===== src/rtl/tx_packet_scheduler_if.sv =====
// tx_packet_scheduler_if: requester queues, transmitter command and monitored MAC TX write side.
interface tx_packet_scheduler_if #(
   parameter int NUM_REQ = 2,
   parameter int ADDR_W  = 25
);
   logic [NUM_REQ-1:0]        req_valid;
   logic [NUM_REQ*ADDR_W-1:0] req_addr;
   logic [NUM_REQ-1:0]        req_ready;
   logic                      cmd_send;
   logic [ADDR_W-1:0]         start_ram_addr;
   logic                      ff_tx_wren;
   logic                      ff_tx_eop;
   logic                      ff_tx_rdy;
   logic                      busy;
   logic                      done;
   logic [1:0]                done_id;
   logic                      timeout_err;
   logic                      addr_err;
   modport master (
      output req_valid, req_addr, ff_tx_wren, ff_tx_eop, ff_tx_rdy,
      input  req_ready, cmd_send, start_ram_addr, busy, done, done_id, timeout_err, addr_err
   );
   modport slave (
      input  req_valid, req_addr, ff_tx_wren, ff_tx_eop, ff_tx_rdy,
      output req_ready, cmd_send, start_ram_addr, busy, done, done_id, timeout_err, addr_err
   );
endinterface


===== src/rtl/tx_packet_scheduler.sv =====
// tx_packet_scheduler: per-requester address FIFOs, round-robin pick, one packet at a time
// into the transmitter with completion timeout and inter-packet gap.
module tx_packet_scheduler #(
   parameter int NUM_REQ    = 2,
   parameter int QDEPTH     = 4,
   parameter int ADDR_W     = 25,
   parameter int CMD_CYCLES = 2,
   parameter int GAP_CYCLES = 12,
   parameter int TIMEOUT    = 4096
) (
   input logic clk_original,
   input logic rst,
   tx_packet_scheduler_if.slave io_bus
);
   localparam int PW = $clog2(QDEPTH);
   typedef enum logic [1:0] {IDLE, CMD, WAIT_DONE, GAP} state_t;
   state_t            r_state, w_next;
   logic [15:0]       r_cnt;
   logic [1:0]        r_last, r_id, w_win, w_idx;
   logic              w_found, w_pop, w_cmpl, w_tmo;
   logic              r_cmd, r_busy, r_done, r_tmo, r_aerr;
   logic [ADDR_W-1:0] r_addr;
   logic [3:0]        w_ne, w_zerr;
   logic [ADDR_W-1:0] w_head [4];
   for (genvar g = 0; g < 4; g++) begin : g_q
      if (g < NUM_REQ) begin : g_on
         logic [ADDR_W-1:0] r_mem [QDEPTH];
         logic [PW-1:0]     r_wr, r_rd;
         logic [PW:0]       r_lvl;
         logic [ADDR_W-1:0] w_addr;
         logic              w_push, w_popq, w_rdy;
         assign w_addr = io_bus.req_addr[g*ADDR_W +: ADDR_W];
         assign w_popq = w_pop && w_win == 2'(g);
         // a full queue still accepts when it is being popped in the same cycle
         assign w_rdy = r_lvl != (PW+1)'(QDEPTH) || w_popq;
         assign w_push = io_bus.req_valid[g] && w_rdy && w_addr != '0;
         assign w_zerr[g] = io_bus.req_valid[g] && w_rdy && w_addr == '0;
         assign w_ne[g] = r_lvl != '0;
         assign w_head[g] = r_mem[r_rd];
         assign io_bus.req_ready[g] = w_rdy;
         always_ff @(posedge clk_original or posedge rst) begin
            if (rst) begin
               r_wr  <= '0;
               r_rd  <= '0;
               r_lvl <= '0;
            end else begin
               r_wr  <= r_wr + PW'(w_push);
               r_rd  <= r_rd + PW'(w_popq);
               r_lvl <= r_lvl + (PW+1)'(w_push) - (PW+1)'(w_popq);
            end
         end
         always_ff @(posedge clk_original)
            if (w_push) r_mem[r_wr] <= w_addr;
      end else begin : g_off
         assign w_zerr[g] = 1'b0;
         assign w_ne[g]   = 1'b0;
         assign w_head[g] = '0;
      end
   end
   // descending scan so the nearest requester after last_grant is the final writer
   always_comb begin
      w_found = 1'b0;
      w_win   = r_last;
      w_idx   = '0;
      for (int k = NUM_REQ; k >= 1; k--) begin
         w_idx = 2'((int'(r_last) + k) % NUM_REQ);
         if (w_ne[w_idx]) begin
            w_found = 1'b1;
            w_win   = w_idx;
         end
      end
   end
   always_comb begin
      w_next = r_state;
      w_pop  = 1'b0;
      w_cmpl = 1'b0;
      w_tmo  = 1'b0;
      case (r_state)
         IDLE: begin
            w_pop  = w_found;
            w_next = w_found ? CMD : IDLE;
         end
         CMD: w_next = r_cnt == 16'(CMD_CYCLES-1) ? WAIT_DONE : CMD;
         WAIT_DONE: begin
            w_cmpl = io_bus.ff_tx_wren && io_bus.ff_tx_eop && io_bus.ff_tx_rdy;
            w_tmo  = !w_cmpl && r_cnt == 16'(TIMEOUT-1);
            w_next = (w_cmpl || w_tmo) ? GAP : WAIT_DONE;
         end
         GAP: w_next = r_cnt == 16'(GAP_CYCLES-1) ? IDLE : GAP;
         default: w_next = IDLE;
      endcase
   end
   always_ff @(posedge clk_original or posedge rst)
      if (rst) r_state <= IDLE;
      else r_state <= w_next;
   always_ff @(posedge clk_original or posedge rst) begin
      if (rst) begin
         r_cnt  <= '0;
         r_last <= 2'(NUM_REQ-1);
         r_id   <= '0;
         r_addr <= '0;
         r_cmd  <= 1'b0;
         r_busy <= 1'b0;
         r_done <= 1'b0;
         r_tmo  <= 1'b0;
         r_aerr <= 1'b0;
      end else begin
         r_cnt  <= (w_next != r_state) ? '0 : r_cnt + 16'd1;
         r_cmd  <= w_next == CMD;
         r_busy <= r_state != IDLE;
         r_done <= w_cmpl;
         r_tmo  <= w_tmo;
         r_aerr <= |w_zerr;
         if (w_pop) begin
            r_addr <= w_head[w_win];
            r_id   <= w_win;
            r_last <= w_win;
         end else if (r_state == GAP && w_next == IDLE) begin
            r_addr <= '0;
         end
      end
   end
   assign io_bus.cmd_send       = r_cmd;
   assign io_bus.start_ram_addr = r_addr;
   assign io_bus.busy           = r_busy;
   assign io_bus.done           = r_done;
   assign io_bus.done_id        = r_id;
   assign io_bus.timeout_err    = r_tmo;
   assign io_bus.addr_err       = r_aerr;
endmodule

===== src/flat_wrapper.sv =====
// flat-port wrapper written by rule: the top's interface ports become plain ports
module tx_packet_scheduler_flat 
#(
   parameter int NUM_REQ    = 2,
   parameter int QDEPTH     = 4,
   parameter int ADDR_W     = 25,
   parameter int CMD_CYCLES = 2,
   parameter int GAP_CYCLES = 12,
   parameter int TIMEOUT    = 4096
)
  (clk_original, rst, io_bus_req_valid, io_bus_req_addr, io_bus_ff_tx_wren, io_bus_ff_tx_eop, io_bus_ff_tx_rdy, io_bus_req_ready, io_bus_cmd_send, io_bus_start_ram_addr, io_bus_busy, io_bus_done, io_bus_done_id, io_bus_timeout_err, io_bus_addr_err);
  tx_packet_scheduler_if #(.NUM_REQ(NUM_REQ), .ADDR_W(ADDR_W)) io_bus_i ();
  input logic clk_original;
  input logic rst;
  input wire logic [$bits(io_bus_i.req_valid)-1:0] io_bus_req_valid;
  input wire logic [$bits(io_bus_i.req_addr)-1:0] io_bus_req_addr;
  input wire logic [$bits(io_bus_i.ff_tx_wren)-1:0] io_bus_ff_tx_wren;
  input wire logic [$bits(io_bus_i.ff_tx_eop)-1:0] io_bus_ff_tx_eop;
  input wire logic [$bits(io_bus_i.ff_tx_rdy)-1:0] io_bus_ff_tx_rdy;
  output wire logic [$bits(io_bus_i.req_ready)-1:0] io_bus_req_ready;
  output wire logic [$bits(io_bus_i.cmd_send)-1:0] io_bus_cmd_send;
  output wire logic [$bits(io_bus_i.start_ram_addr)-1:0] io_bus_start_ram_addr;
  output wire logic [$bits(io_bus_i.busy)-1:0] io_bus_busy;
  output wire logic [$bits(io_bus_i.done)-1:0] io_bus_done;
  output wire logic [$bits(io_bus_i.done_id)-1:0] io_bus_done_id;
  output wire logic [$bits(io_bus_i.timeout_err)-1:0] io_bus_timeout_err;
  output wire logic [$bits(io_bus_i.addr_err)-1:0] io_bus_addr_err;
  assign io_bus_i.req_valid = io_bus_req_valid;
  assign io_bus_i.req_addr = io_bus_req_addr;
  assign io_bus_i.ff_tx_wren = io_bus_ff_tx_wren;
  assign io_bus_i.ff_tx_eop = io_bus_ff_tx_eop;
  assign io_bus_i.ff_tx_rdy = io_bus_ff_tx_rdy;
  assign io_bus_req_ready = io_bus_i.req_ready;
  assign io_bus_cmd_send = io_bus_i.cmd_send;
  assign io_bus_start_ram_addr = io_bus_i.start_ram_addr;
  assign io_bus_busy = io_bus_i.busy;
  assign io_bus_done = io_bus_i.done;
  assign io_bus_done_id = io_bus_i.done_id;
  assign io_bus_timeout_err = io_bus_i.timeout_err;
  assign io_bus_addr_err = io_bus_i.addr_err;
  tx_packet_scheduler #(.NUM_REQ(NUM_REQ), .QDEPTH(QDEPTH), .ADDR_W(ADDR_W), .CMD_CYCLES(CMD_CYCLES), .GAP_CYCLES(GAP_CYCLES), .TIMEOUT(TIMEOUT)) u_core (.clk_original(clk_original), .rst(rst), .io_bus(io_bus_i));
endmodule

===== config.mk =====
export PLATFORM = sky130hd
export DESIGN_NAME = tx_packet_scheduler_flat
export DESIGN_NICKNAME = d
export VERILOG_FILES = /design/src/rtl/tx_packet_scheduler_if.sv /design/src/rtl/tx_packet_scheduler.sv /design/src/flat_wrapper.sv
export SDC_FILE = /design/constraint.sdc
export NUM_CORES = 1
export LEC_CHECK = 0
export ABC_AREA = 1
export CAP_MARGIN = 20
export CORE_ASPECT_RATIO = 1.4
export CORE_MARGIN = 3
export CORE_UTILIZATION = 52
export CTS_CLUSTER_DIAMETER = 80
export CTS_CLUSTER_SIZE = 14
export DETAILED_ROUTE_END_ITERATION = 10
export GPL_TIMING_DRIVEN = 0
export HOLD_SLACK_MARGIN = 0.15
export PLACE_DENSITY = 0.87
export SYNTH_ARGS = -nofsm -noshare
export SYNTH_HDL_FRONTEND = slang
export SYNTH_SLANG_ARGS = --single-unit

===== constraint.sdc =====
create_clock -name clk_original -period 2.8 [get_ports clk_original]
set_input_delay 0.42 -clock clk_original [delete_from_list [all_inputs] [get_ports clk_original]]
set_output_delay 0.42 -clock clk_original [all_outputs]
set_load 0.005 [all_outputs]

==> results by group, run 1 <==
Place
  – DP Area: around 12000 µm²
  – RD Place Congestion: 0.844
  – Pre-CTS WS: -319 ps
  – Port Buffer Count: 90
  – Post-DP HPWL: 17.9 mm

Logic synthesis
  – Main combinational cell family by area after synthesis: simple AND/OR/NAND/NOR gates
  – Xor and xnor area share after synthesis: 0.0176
  – Synthesized cell area: between 10000 and 15000 µm²
  – Main synth FF type: edfxtp_1
  – Number of enable flip-flop cells after synthesis: 200
  – Post-synthesis simple-gate area fraction: 0.174
  – Compound-cell area share of the yosys netlist: 0.0585
  – Synth cell types: 35
  – Async SR Flop Fraction: 0.245
  – #FFs+latches synth: 265
  – Synth Warn #: 0
  – Post-synthesis cell count: 925
  – Mux cell area share after synthesis: 0
  – Net Count, Synth: 994
  – Post-synthesis adder-cell area fraction: 0.0151
  – Sequential-to-total area share from yosys stat: 0.699
  – Syn avg cell area: 11.8 µm²

Clocking
  – CTS max path bufs: 3
  – Root Buffer: clkbuf_16
  – Clock sink count: 265
  – CTS tree: built
  – Num CTS Buffers: 22
  – Worst-path clk slew: around 70 ps
  – H-tree levels: 1
  – Clock Latency Late Sink: 520 ps

Critical path
  – Setup crit end kind: flip-flop
  – Worst path required time: 3020 ps
  – R2R Path End: u_core.g_q[0].g_on.r_mem[3][23]
  – Worst R2R Setup Slack: between 30 and 40 ps
  – CP peak stage delay: 740 ps
  – Crit path DAT: 2990 ps
  – Worst-path maximum fanout: 13
  – Reg2Reg Depth: 10
  – Critical Path, Cell by Cell: inv_2 -> nand3b_1 -> nor2_4 -> nor2_4 -> buf_6 -> nand2_2 -> nand4_4 -> nand3b_1 -> nor2_2 -> buf_8
  – Startpoint class of the critical path: flip-flop
  – CP max stage cell: nor2_2
  – Worst r2r src: u_core.g_q[0].g_on.r_lvl[1]
  – Setup CP Type: reg2reg

Power
  – Pwr Density: 1040 nW/µm²
  – Cell leakage power: 4.94 nW
  – Peak supply drop: between 0.5 and 0.6 mV
  – Switch Pwr: roughly 5 mW
  – Power share of the clock group: 0.207
  – Cell internal pwr: between 8 and 9 mW
  – Switching share of power: 0.367
  – Seq pwr share: 0.417
  – Comb power frac: 0.376

Layout
  – Share of layout cells above drive strength 1: 0.0979
  – Layout area overhead: 19.9%
  – Fillcell total: 1381
  – Fin util: 0.637
  – Layout Nets: 1125
  – Cell area after layout: 13100 µm²

Detailed routing
  – Vias: 7675
  – DR WL/cell: 19.8 µm
  – DR vias/cell: 5.78
  – DRC: 0
  – Post-route ant nets: 0
  – Detailed Route Iter0 Violations: between 700 and 800
  – First-pass detailed-route iteration total: 5
  – Total Routed Length: 26.2 mm

Timing
  – Clock Skews: 11.3 ps
  – Setup WS post-layout: roughly 34 ps
  – Tmin final: 2770 ps
  – Slew Viols, Final: 0
  – Sum Neg Setup Slack: 0 ps
  – Tcrit/Tclk final: 0.988
  – Unrepaired setup endpoints after global routing: yes
  – Worst-margin pin slew: 815 ps
  – Final Hold Viols: 0
  – Relative slew slack: 0.456
  – Final setup violation count: 0
  – Fmax achieved: 0.362 GHz

Die
  – Die X: ~130 µm
  – Die height: 177 µm
  – Core Area: 20600 µm²
  – # rows: 62
  – Initial core utilization: 0.531
  – # IOs: 91
  – Die area: between 20000 and 25000 µm²

GRT
  – Gr ovfl total: 0
  – Largest net degree at the start of global routing: 40
  – Number of global-route vias before repair: 7710
  – Antenna violations before repair: 1
  – First-pass GRT wire length: 40.5 mm
  – Total GRT Usage: 0.227

Status
  – Status: complete, no violations

Job
  – Max-cap violations: 0

Hold path
  – Worst hold path type: in2async
## kinds of logic after synthesis
| kind of cell | count (synthesis) |
|---|---|
| AO/OA/AOI/OAI | 102 |
| flip-flops | 265 |
| AND/OR/NAND/NOR | 434 |
| XOR/XNOR | 22 |
| buffers and inverters | 90 |
| adder cells (fa/ha/maj) | 12 |
## flip-flops by register name, indices dropped and copies added, names as in the netlist
signal and flops:
u_core.io_bus.addr_err 1, u_core.g_q.g_on.r_lvl 6, u_core.io_bus.busy 1, u_core.io_bus.done_id 2, u_core.io_bus.done 1, u_core.g_q.g_on.r_mem 200
u_core.io_bus.start_ram_addr 25, u_core.io_bus.timeout_err 1, u_core.r_last 1, u_core.r_state 2, u_core.g_q.g_on.r_rd 4, u_core.io_bus.cmd_send 1
u_core.g_q.g_on.r_wr 4, u_core.r_cnt 16
## per-stage QoR
step                      instances  total power [mW]  hold WS, ps
after CTS                      1325              13.5          289
after detailed placement       1280              10.6          468
after floorplan                 925              8.66          454
final                          1329              13.6          277
after global placement         1271              10.2          467
after global routing           1329              14.3          330
## per-layer routing
layer,wire length (µm),vias to the layer above,global-route usage
li1,-,3466,-
met1,9290,3702,0.278
met2,13800,445,0.403
met3,2250,62,0.0349
met4,882,0,0.0867
met5,0,-,0
## power groups by stage
stage | Clock (mW) | Sequential [mW] | Combinational (mW)
global placement | 0 | 5.75 | 4.44
CTS | 2.83 | 5.67 | 5.04
detailed placement | 0 | 5.75 | 4.89
finish | 2.82 | 5.70 | 5.13
global route | 2.97 | 5.76 | 5.58
floorplan | 0 | 5.68 | 2.99
## cell usage after synthesis (2+ instances only)
cell type	count	area (µm²)
edfxtp_1	200	6010
nand2_1	171	642
nor2_1	130	488
nand3_1	92	460
dfrtp_1	64	1600
a21oi_1	50	250
inv_1	36	135
clkbuf_1	32	120
a22oi_1	25	188
o211ai_1	25	188
nor2_2	15	93.8
xor2_1	15	131
ha_1	10	125
inv_2	8	30.0
xnor2_1	7	61.3
buf_2	6	30.0
nand4_1	5	31.3
nor3_1	5	25.0
nand2_2	4	25.0
buf_4	3	22.5
buf_6	3	33.8
nand2_4	3	33.8
fa_1	2	40.0
nand3_2	2	20.0
nand3b_1	2	15.0
## how the worst max path moves through the flow
stage | startpoint | endpoint | cells past startpoint
4_1_cts | u_core.r_state[0] | u_core.g_q[0].g_on.r_mem[3][22] | 9
5_1_grt | u_core.g_q[0].g_on.r_lvl[1] | u_core.g_q[0].g_on.r_mem[2][8] | 10
3_5_place_dp | io_bus_req_addr[7] | u_core.g_q[0].g_on.r_mem[0][15] | 9
3_3_place_gp | io_bus_req_addr[1] | u_core.g_q[0].g_on.r_mem[1][15] | 8
2_1_floorplan | u_core.r_state[0] | u_core.g_q[1].g_on.r_mem[0][0] | 10
6_report | u_core.g_q[0].g_on.r_lvl[1] | u_core.g_q[0].g_on.r_mem[3][23] | 10
## worst max-delay path: cells and delay by family (launching register included)
family	cells	cell delay (ps)
simple gates	7	1640
flops	1	370
buf+inv	3	450
## layout make-up
cell class | count | area (µm²) | area share
diodes | 1 | 2.50 | 0.000191
plain buffers | 46 | 230 | 0.0176
clock buffers | 39 | 614 | 0.0469
clock inverters | 1 | 16.3 | 0.00124
inverters | 44 | 165 | 0.0126
multi-input cells | 570 | 2950 | 0.225
flip-flops and latches | 265 | 7630 | 0.583
well taps | 256 | 320 | 0.0245
repair buffers | 107 | 1170 | 0.0891
## cell usage in the layout, fill, tap and decap left out, types with 2 or more instances in the layout
cell type        netlist  routed
edfxtp_1             200     200
nand2_1              171     169
nor2_1               130     122
nand3_1               92      92
clkdlybuf4s50_1        0      89
dfrtp_1               64      64
a21oi_1               50      50
clkbuf_1              32      49
inv_1                 36      33
o211ai_1              25      25
a22oi_1               25      25
clkbuf_16              0      22
nor2_2                15      20
xor2_1                15      15
inv_2                  8      11
buf_4                  3      11
ha_1                  10      10
xnor2_1                7       7
nand2_2                4       6
buf_2                  6       6
nor3_1                 5       5
nand4_1                5       5
buf_16                 0       5
nor2_4                 1       4
buf_6                  3       3
nand2_4                3       3
buf_8                  0       3
nand3b_1               2       2
nand3_2                2       2
nand4_4                1       2
buf_12                 1       2
fa_1                   2       2
## timing repair
| action | CTS | global route |
|---|---|---|
| hold buffers | 0 | 0 |
| gates resized for setup | 2 | 8 |
| setup endpoints to repair | 68 | 56 |
| buffers inserted | 5 | 3 |
| gates cloned | 0 | 0 |
| pin swaps | 1 | 2 |
(Power assumes the default switching activity.)
==> run 2, diff against run 1 <==
--- a/config.mk
+++ b/config.mk
@@ -9,13 +9,14 @@
 export CAP_MARGIN = 20
 export CORE_ASPECT_RATIO = 1.4
 export CORE_MARGIN = 3
-export CORE_UTILIZATION = 52
+export CORE_UTILIZATION = 54
+export CTS_BUF_LIST = sky130_fd_sc_hd__clkbuf_8
 export CTS_CLUSTER_DIAMETER = 80
 export CTS_CLUSTER_SIZE = 14
 export DETAILED_ROUTE_END_ITERATION = 10
 export GPL_TIMING_DRIVEN = 0
 export HOLD_SLACK_MARGIN = 0.15
-export PLACE_DENSITY = 0.87
+export PLACE_DENSITY = 0.89
 export SYNTH_ARGS = -nofsm -noshare
 export SYNTH_HDL_FRONTEND = slang
 export SYNTH_SLANG_ARGS = --single-unit
==> run 2 against run 1 <==
Sequential cell count unchanged; first-iteration DRC count increased by 13%; clock skew increased by 16 ps; non-clock buffer count unchanged; combinational power increased by 1%; maximum frequency increased by 0.80%; critical path depth decreased by 2; via count increased by 1.5%; global-route usage increased by 0.93 points; total power decreased by 5.8%; largest power group unchanged.
==> results by group, run 2 (synthesis results as in run 1) <==
Place
  – DP Area: 12400 µm² (about the same)
  – Post-DP HPWL: 18.6 mm (+3.7%)
  – Pre-CTS WS: -177 ps (+142 ps)
  – Port Buffer Count: 90 (unchanged)
  – RD Place Congestion: 0.844 (about the same)

Detailed routing
  – Detailed Route Iter0 Violations: 898 (+13%)
  – DR WL/cell: 20.3 µm (+2.9%)
  – Total Routed Length: 26.8 mm (+2.3%)
  – DRC: 0 (unchanged)
  – Vias: 7792 (+1.5%)
  – First-pass detailed-route iteration total: 5 (unchanged)
  – Post-route ant nets: 0 (unchanged)
  – DR vias/cell: 5.90 (+2.1%)

Critical path
  – Worst R2R Setup Slack: 170 ps (+140 ps)
  – CP max stage cell: clkdlybuf4s50_1
  – Reg2Reg Depth: 8 (-2)
  – Crit path DAT: 2320 ps (-670 ps)
  – Startpoint class of the critical path: flip-flop
  – Worst r2r src: u_core.r_state[0]
  – R2R Path End: u_core.g_q[0].g_on.r_mem[0][8]
  – Critical Path, Cell by Cell: inv_2 -> nand3b_1 -> nor2_2 -> nor2_4 -> nand2_4 -> nand4_4 -> buf_4 -> clkdlybuf4s50_1
  – Setup crit end kind: output pin
  – Worst-path maximum fanout: 4 (-9)
  – CP peak stage delay: 430 ps (-310 ps)
  – Setup CP Type: reg2out
  – Worst path required time: 2380 ps (-640 ps)

Job
  – Max-cap violations: 0 (unchanged)

Die
  – Die area: 22000 µm² (-3.6%)
  – Die X: 126 µm (-1.8%)
  – # rows: 60 (-3.2%)
  – Core Area: 19500 µm² (-5.1%)
  – Die height: 174 µm (-1.8%)
  – # IOs: 91 (unchanged)
  – Initial core utilization: 0.560 (+0.0283)

Clocking
  – Clock Latency Late Sink: 560 ps (+40 ps)
  – Worst-path clk slew: 100 ps (+30 ps)
  – CTS max path bufs: 3 (unchanged)
  – Num CTS Buffers: 22 (unchanged)
  – Root Buffer: clkbuf_8
  – CTS tree: built
  – Clock sink count: 265 (unchanged)
  – H-tree levels: 1 (unchanged)

Layout
  – Share of layout cells above drive strength 1: 0.0989 (+0.000933)
  – Max reg flops: 200 (unchanged)
  – Layout Nets: 1125 (unchanged)
  – Cell area after layout: 12800 µm² (-2.1%)
  – Most common cell after layout, fill and taps aside: edfxtp_1
  – Most frequent cells in the layout: edfxtp_1, nand2_1, nor2_1
  – Largest Register: u_core.g_q.g_on.r_mem
  – Layout area overhead: 17.4%

GRT
  – Largest net degree at the start of global routing: 44 (+10%)
  – Gr ovfl total: 0 (unchanged)
  – First-pass GRT wire length: 41.0 mm (+1.2%)
  – Total GRT Usage: 0.237 (+0.00931)
  – Antenna violations before repair: 1 (unchanged)
  – Number of global-route vias before repair: 7726 (+0.21%)

Timing
  – Tmin final: 2740 ps (-22.0 ps)
  – Worst-margin pin slew: 858 ps (+43.5 ps)
  – Clock Skews: 27.7 ps (+16.3 ps)
  – Final setup violation count: 0 (unchanged)
  – Slew Viols, Final: 0 (unchanged)
  – Worst Hold Margin: 238 ps (-38.8 ps)
  – Fmax achieved: 0.364 GHz (+0.80%)
  – Tcrit/Tclk final: 0.980 (-0.00785)
  – Sum Neg Setup Slack: 0 ps (unchanged)
  – Relative slew slack: 0.427 (-0.0291)
  – Setup WS post-layout: 55.9 ps (+22.0 ps)
  – Final Hold Viols: 0 (unchanged)

Status
  – Status: complete, no violations

Power
  – Pwr Density: 1000 nW/µm² (-3.8%)
  – Cell leakage power: 4.89 nW (-0.86%)
  – Total Power: 12.9 mW (-5.8%)
  – Peak supply drop: 0.488 mV (-10%)

Hold path
  – Worst hold path type: in2async
[run 2: worst max-delay path, delay by kind of cell, from the launching register on]
family	cells	cell delay, ps
and+or+nand+nor	5	730
buffers and inverters	3	670
DFF	1	390
[run 2: how the worst max path moves through the flow]
stage / to / startpoint
2_1_floorplan: u_core.g_q[1].g_on.r_mem[0][0] / u_core.r_state[0]
3_3_place_gp: u_core.g_q[0].g_on.r_mem[1][12] / io_bus_req_addr[8]
3_5_place_dp: u_core.g_q[0].g_on.r_mem[0][12] / io_bus_req_addr[7]
4_1_cts: io_bus_req_ready[0] / u_core.g_q[0].g_on.r_lvl[1]
5_1_grt: io_bus_req_ready[0] / u_core.g_q[0].g_on.r_lvl[1]
6_report: io_bus_req_ready[0] / u_core.g_q[0].g_on.r_lvl[0]
[run 2: what timing repair did]
action	CTS	global route
pin swaps	3	5
hold buffers	0	0
gates resized for setup	3	8
hold endpoints to repair	0	0
endpoints found under the setup margin	2	28
setup buffers	5	3
[run 2: layout make-up]
cell class / instances / area, µm²
Buffer: 45 / 219
Sequential cell: 265 / 7630
Timing Repair Buffer: 108 / 1160
Tap cell: 248 / 310
Antenna cell: 1 / 2.50
Clock buffer: 22 / 303
Inverter: 44 / 165
Fill cell: 1323 / 6700
Multi-Input combinational cell: 570 / 2950
Clock inverter: 18 / 72.6
[run 2: routing by layer]
metal / routed length [µm] / global-route usage / up-vias
met1: 9420 / 0.289 / 3771
met5: 0 / 0 / -
li1: - / - / 3462
met2: 14300 / 0.424 / 485
met3: 2160 / 0.0310 / 74
met4: 993 / 0.0944 / 0
[run 2: through the flow]
stage	cells	util
global placement	1263	0.622
finish	1321	0.657
detailed placement	1273	0.633
floorplan	925	-
global route	1321	0.657
CTS	1318	0.654
[run 2: report_power, final]
part | total (mW) | internal, mW | switching (mW)
sequential | 5.69 | 5.27 | 0.419
clock | 1.97 | 0.743 | 1.23
combinational | 5.19 | 1.87 | 3.32
total | 12.9 | 7.89 | 4.96
==> run 3, diff against run 2 <==
--- a/config.mk
+++ b/config.mk
@@ -8,7 +8,7 @@
 export ABC_AREA = 1
 export CAP_MARGIN = 20
 export CORE_ASPECT_RATIO = 1.4
-export CORE_MARGIN = 3
+export CORE_MARGIN = 1
 export CORE_UTILIZATION = 54
 export CTS_BUF_LIST = sky130_fd_sc_hd__clkbuf_8
 export CTS_CLUSTER_DIAMETER = 80
==> run 3 against run 2 <==
Cell area up 0.12%; sequential power about the same; worst setup slack better by 39 ps; critical endpoint unchanged; critical path depth rose by 1; final cell count rose by 0.30%; clock-buffer cell count unchanged; largest power group unchanged; sequential cell count stayed put; routed wire length decreased by 3.9%.
==> results by group, run 3 (synthesis results as in run 1) <==
Die
  – Initial core utilization: 0.550 (-0.00917)
  – Die X: 122 µm (-3.2%)
  – # rows: 61 (+1.7%)
  – Die height: 170 µm (-2.3%)
  – Die area: 20800 µm² (-5.4%)
  – Core Area: 19800 µm² (+1.7%)
  – # IOs: 91 (unchanged)

Place
  – Post-DP HPWL: 18.0 mm (-2.9%)
  – Pre-CTS WS: -155 ps (+22.2 ps)
  – Port Buffer Count: 90 (unchanged)
  – RD Place Congestion: 0.832 (-1.4%)

Critical path
  – Worst path required time: 2380 ps (about the same)
  – Setup CP Type: reg2out
  – CP startpoint: u_core.g_q[1].g_on.r_lvl[1]
  – Setup crit end kind: output pin
  – Worst-path maximum fanout: 5 (+1)
  – Worst r2r src: u_core.g_q[0].g_on.r_lvl[1]
  – Crit path DAT: 2280 ps (-40 ps)
  – Startpoint class of the critical path: flip-flop

Power
  – Switching share of power: 0.384 (-0.00241)
  – Comb power frac: 0.403 (about the same)
  – Seq pwr share: 0.444 (about the same)
  – Power share of the clock group: 0.154 (about the same)
  – Switch Pwr: 4.92 mW (-0.75%)
  – Cell internal pwr: 7.91 mW (+0.26%)
  – Total Power: 12.8 mW (-0.13%)
  – Peak supply drop: 0.499 mV (+2.3%)
  – Pwr Density: 1000 nW/µm² (-0.25%)
  – Cell leakage power: 4.90 nW (+0.21%)

Detailed routing
  – Detailed Route Iter0 Violations: 831 (-7.5%)
  – DRC: 0 (unchanged)
  – Vias: 7716 (-0.98%)
  – First-pass detailed-route iteration total: 7 (+2)
  – Total Routed Length: 25.8 mm (-3.9%)
  – DR vias/cell: 5.82 (-1.3%)
  – DR WL/cell: 19.5 µm (-4.2%)
  – Post-route ant nets: 0 (unchanged)

Timing
  – Final setup violation count: 0 (unchanged)
  – Final Hold Viols: 0 (unchanged)
  – Slew Viols, Final: 0 (unchanged)
  – Setup WS post-layout: 95.1 ps (+39.2 ps)
  – Worst Hold Margin: 245 ps (+6.08 ps)
  – Relative slew slack: 0.439 (+0.0117)
  – Tmin final: 2700 ps (-39.2 ps)
  – Worst-margin pin slew: 841 ps (-17.5 ps)
  – Unrepaired setup endpoints after global routing: no
  – Fmax achieved: 0.370 GHz (+1.5%)
  – Clock Skews: 35.4 ps (+7.76 ps)
  – Sum Neg Setup Slack: 0 ps (unchanged)
  – Tcrit/Tclk final: 0.966 (-0.0140)

Clocking
  – Worst-path clk slew: 90 ps (about the same)
  – Num CTS Buffers: 22 (unchanged)
  – H-tree levels: 1 (unchanged)
  – Clock Latency Late Sink: 560 ps (about the same)
  – CTS max path bufs: 3 (unchanged)
  – Root Buffer: clkbuf_8
  – Clock sink count: 265 (unchanged)
  – CTS tree: built

GRT
  – Largest net degree at the start of global routing: 42 (-4.5%)
  – Number of global-route vias before repair: 7497 (-3.0%)
  – Gr ovfl total: 0 (unchanged)
  – Antenna violations before repair: 0 (-1)
  – Total GRT Usage: 0.250 (+0.0135)
  – First-pass GRT wire length: 39.4 mm (-4.0%)

Status
  – Status: complete, no violations

Layout
  – Layout Nets: 1126 (+0.089%)
  – Most frequent cells in the layout: edfxtp_1, nand2_1, nor2_1
  – Diode count: 0 (-1)
  – Max reg flops: 200 (unchanged)
  – Largest Register: u_core.g_q.g_on.r_mem
  – Fin util: 0.647 (-0.0100)
  – Layout area overhead: 17.5%
  – Most common cell after layout, fill and taps aside: edfxtp_1
  – Share of layout cells above drive strength 1: 0.0997 (+0.000840)

Hold path
  – Worst hold path type: in2async

Job
  – Max-cap violations: 0 (unchanged)
## run 3: final cells by class
cell class,instances,area [µm²]
repair buffers,108,1160
clock buffers,22,303
plain buffers,46,230
flip-flops and latches,265,7630
inverters,44,165
fillers,1379,7010
well taps,252,315
clock inverters,18,72.6
multi-input cells,570,2960
## run 3: metal layers
metal  part of all wire  track usage  up-vias
li1                   -            -     3470
met5                  0            0        -
met4              0.035        0.107        0
met3              0.084       0.0322       78
met1               0.35        0.300     3704
met2               0.53        0.448      464
## run 3: power by group through the flow
stage | combinational, mW | clock [mW] | sequential (mW)
finish | 5.17 | 1.97 | 5.70
global route | 5.61 | 2.12 | 5.76
CTS | 5.00 | 1.97 | 5.67
detailed placement | 4.89 | 0 | 5.76
global placement | 4.45 | 0 | 5.75
floorplan | 2.99 | 0 | 5.68
## run 3: stage by stage
stage	cells	instance area, µm²
final	1325	12800
after global routing	1325	12800
after detailed placement	1276	12300
after CTS	1320	12800
after global placement	1267	12100
after floorplan	925	10900
## run 3: path summary, 6_finish.rpt
check / slack, ps / endpoint / depth (start not counted)
setup reg to reg: 200 / u_core.g_q[0].g_on.r_mem[1][23] / 10
min in group clk_original: 490 / u_core.io_bus.addr_err / 3
max in group asynchronous: 1940 / u_core.io_bus.start_ram_addr[4] / 3
setup / recovery: 100 / io_bus_req_ready[0] / 9
hold reg to reg: 500 / u_core.io_bus.start_ram_addr[21] / 2
hold / removal: 240 / u_core.r_cnt[12] / 2
## run 3: timing repair
item / 4_1_cts / 5_1_grt
setup buffers: 4 / 5
cloned: 0 / 0
endpoints found under the setup margin: 2 / 38
pin swaps: 2 / 2
hold buffers: 0 / 0
resized for setup: 2 / 10
## run 3: worst max-delay path, cell delays in order, from the launching register on
cell	delay, ps
dfrtp_1	420
nor2_4	160
nand2_4	90
nor2_4	120
nor2_2	70
buf_6	140
nand2_4	90
nand4_4	90
buf_4	150
clkdlybuf4s50_1	430
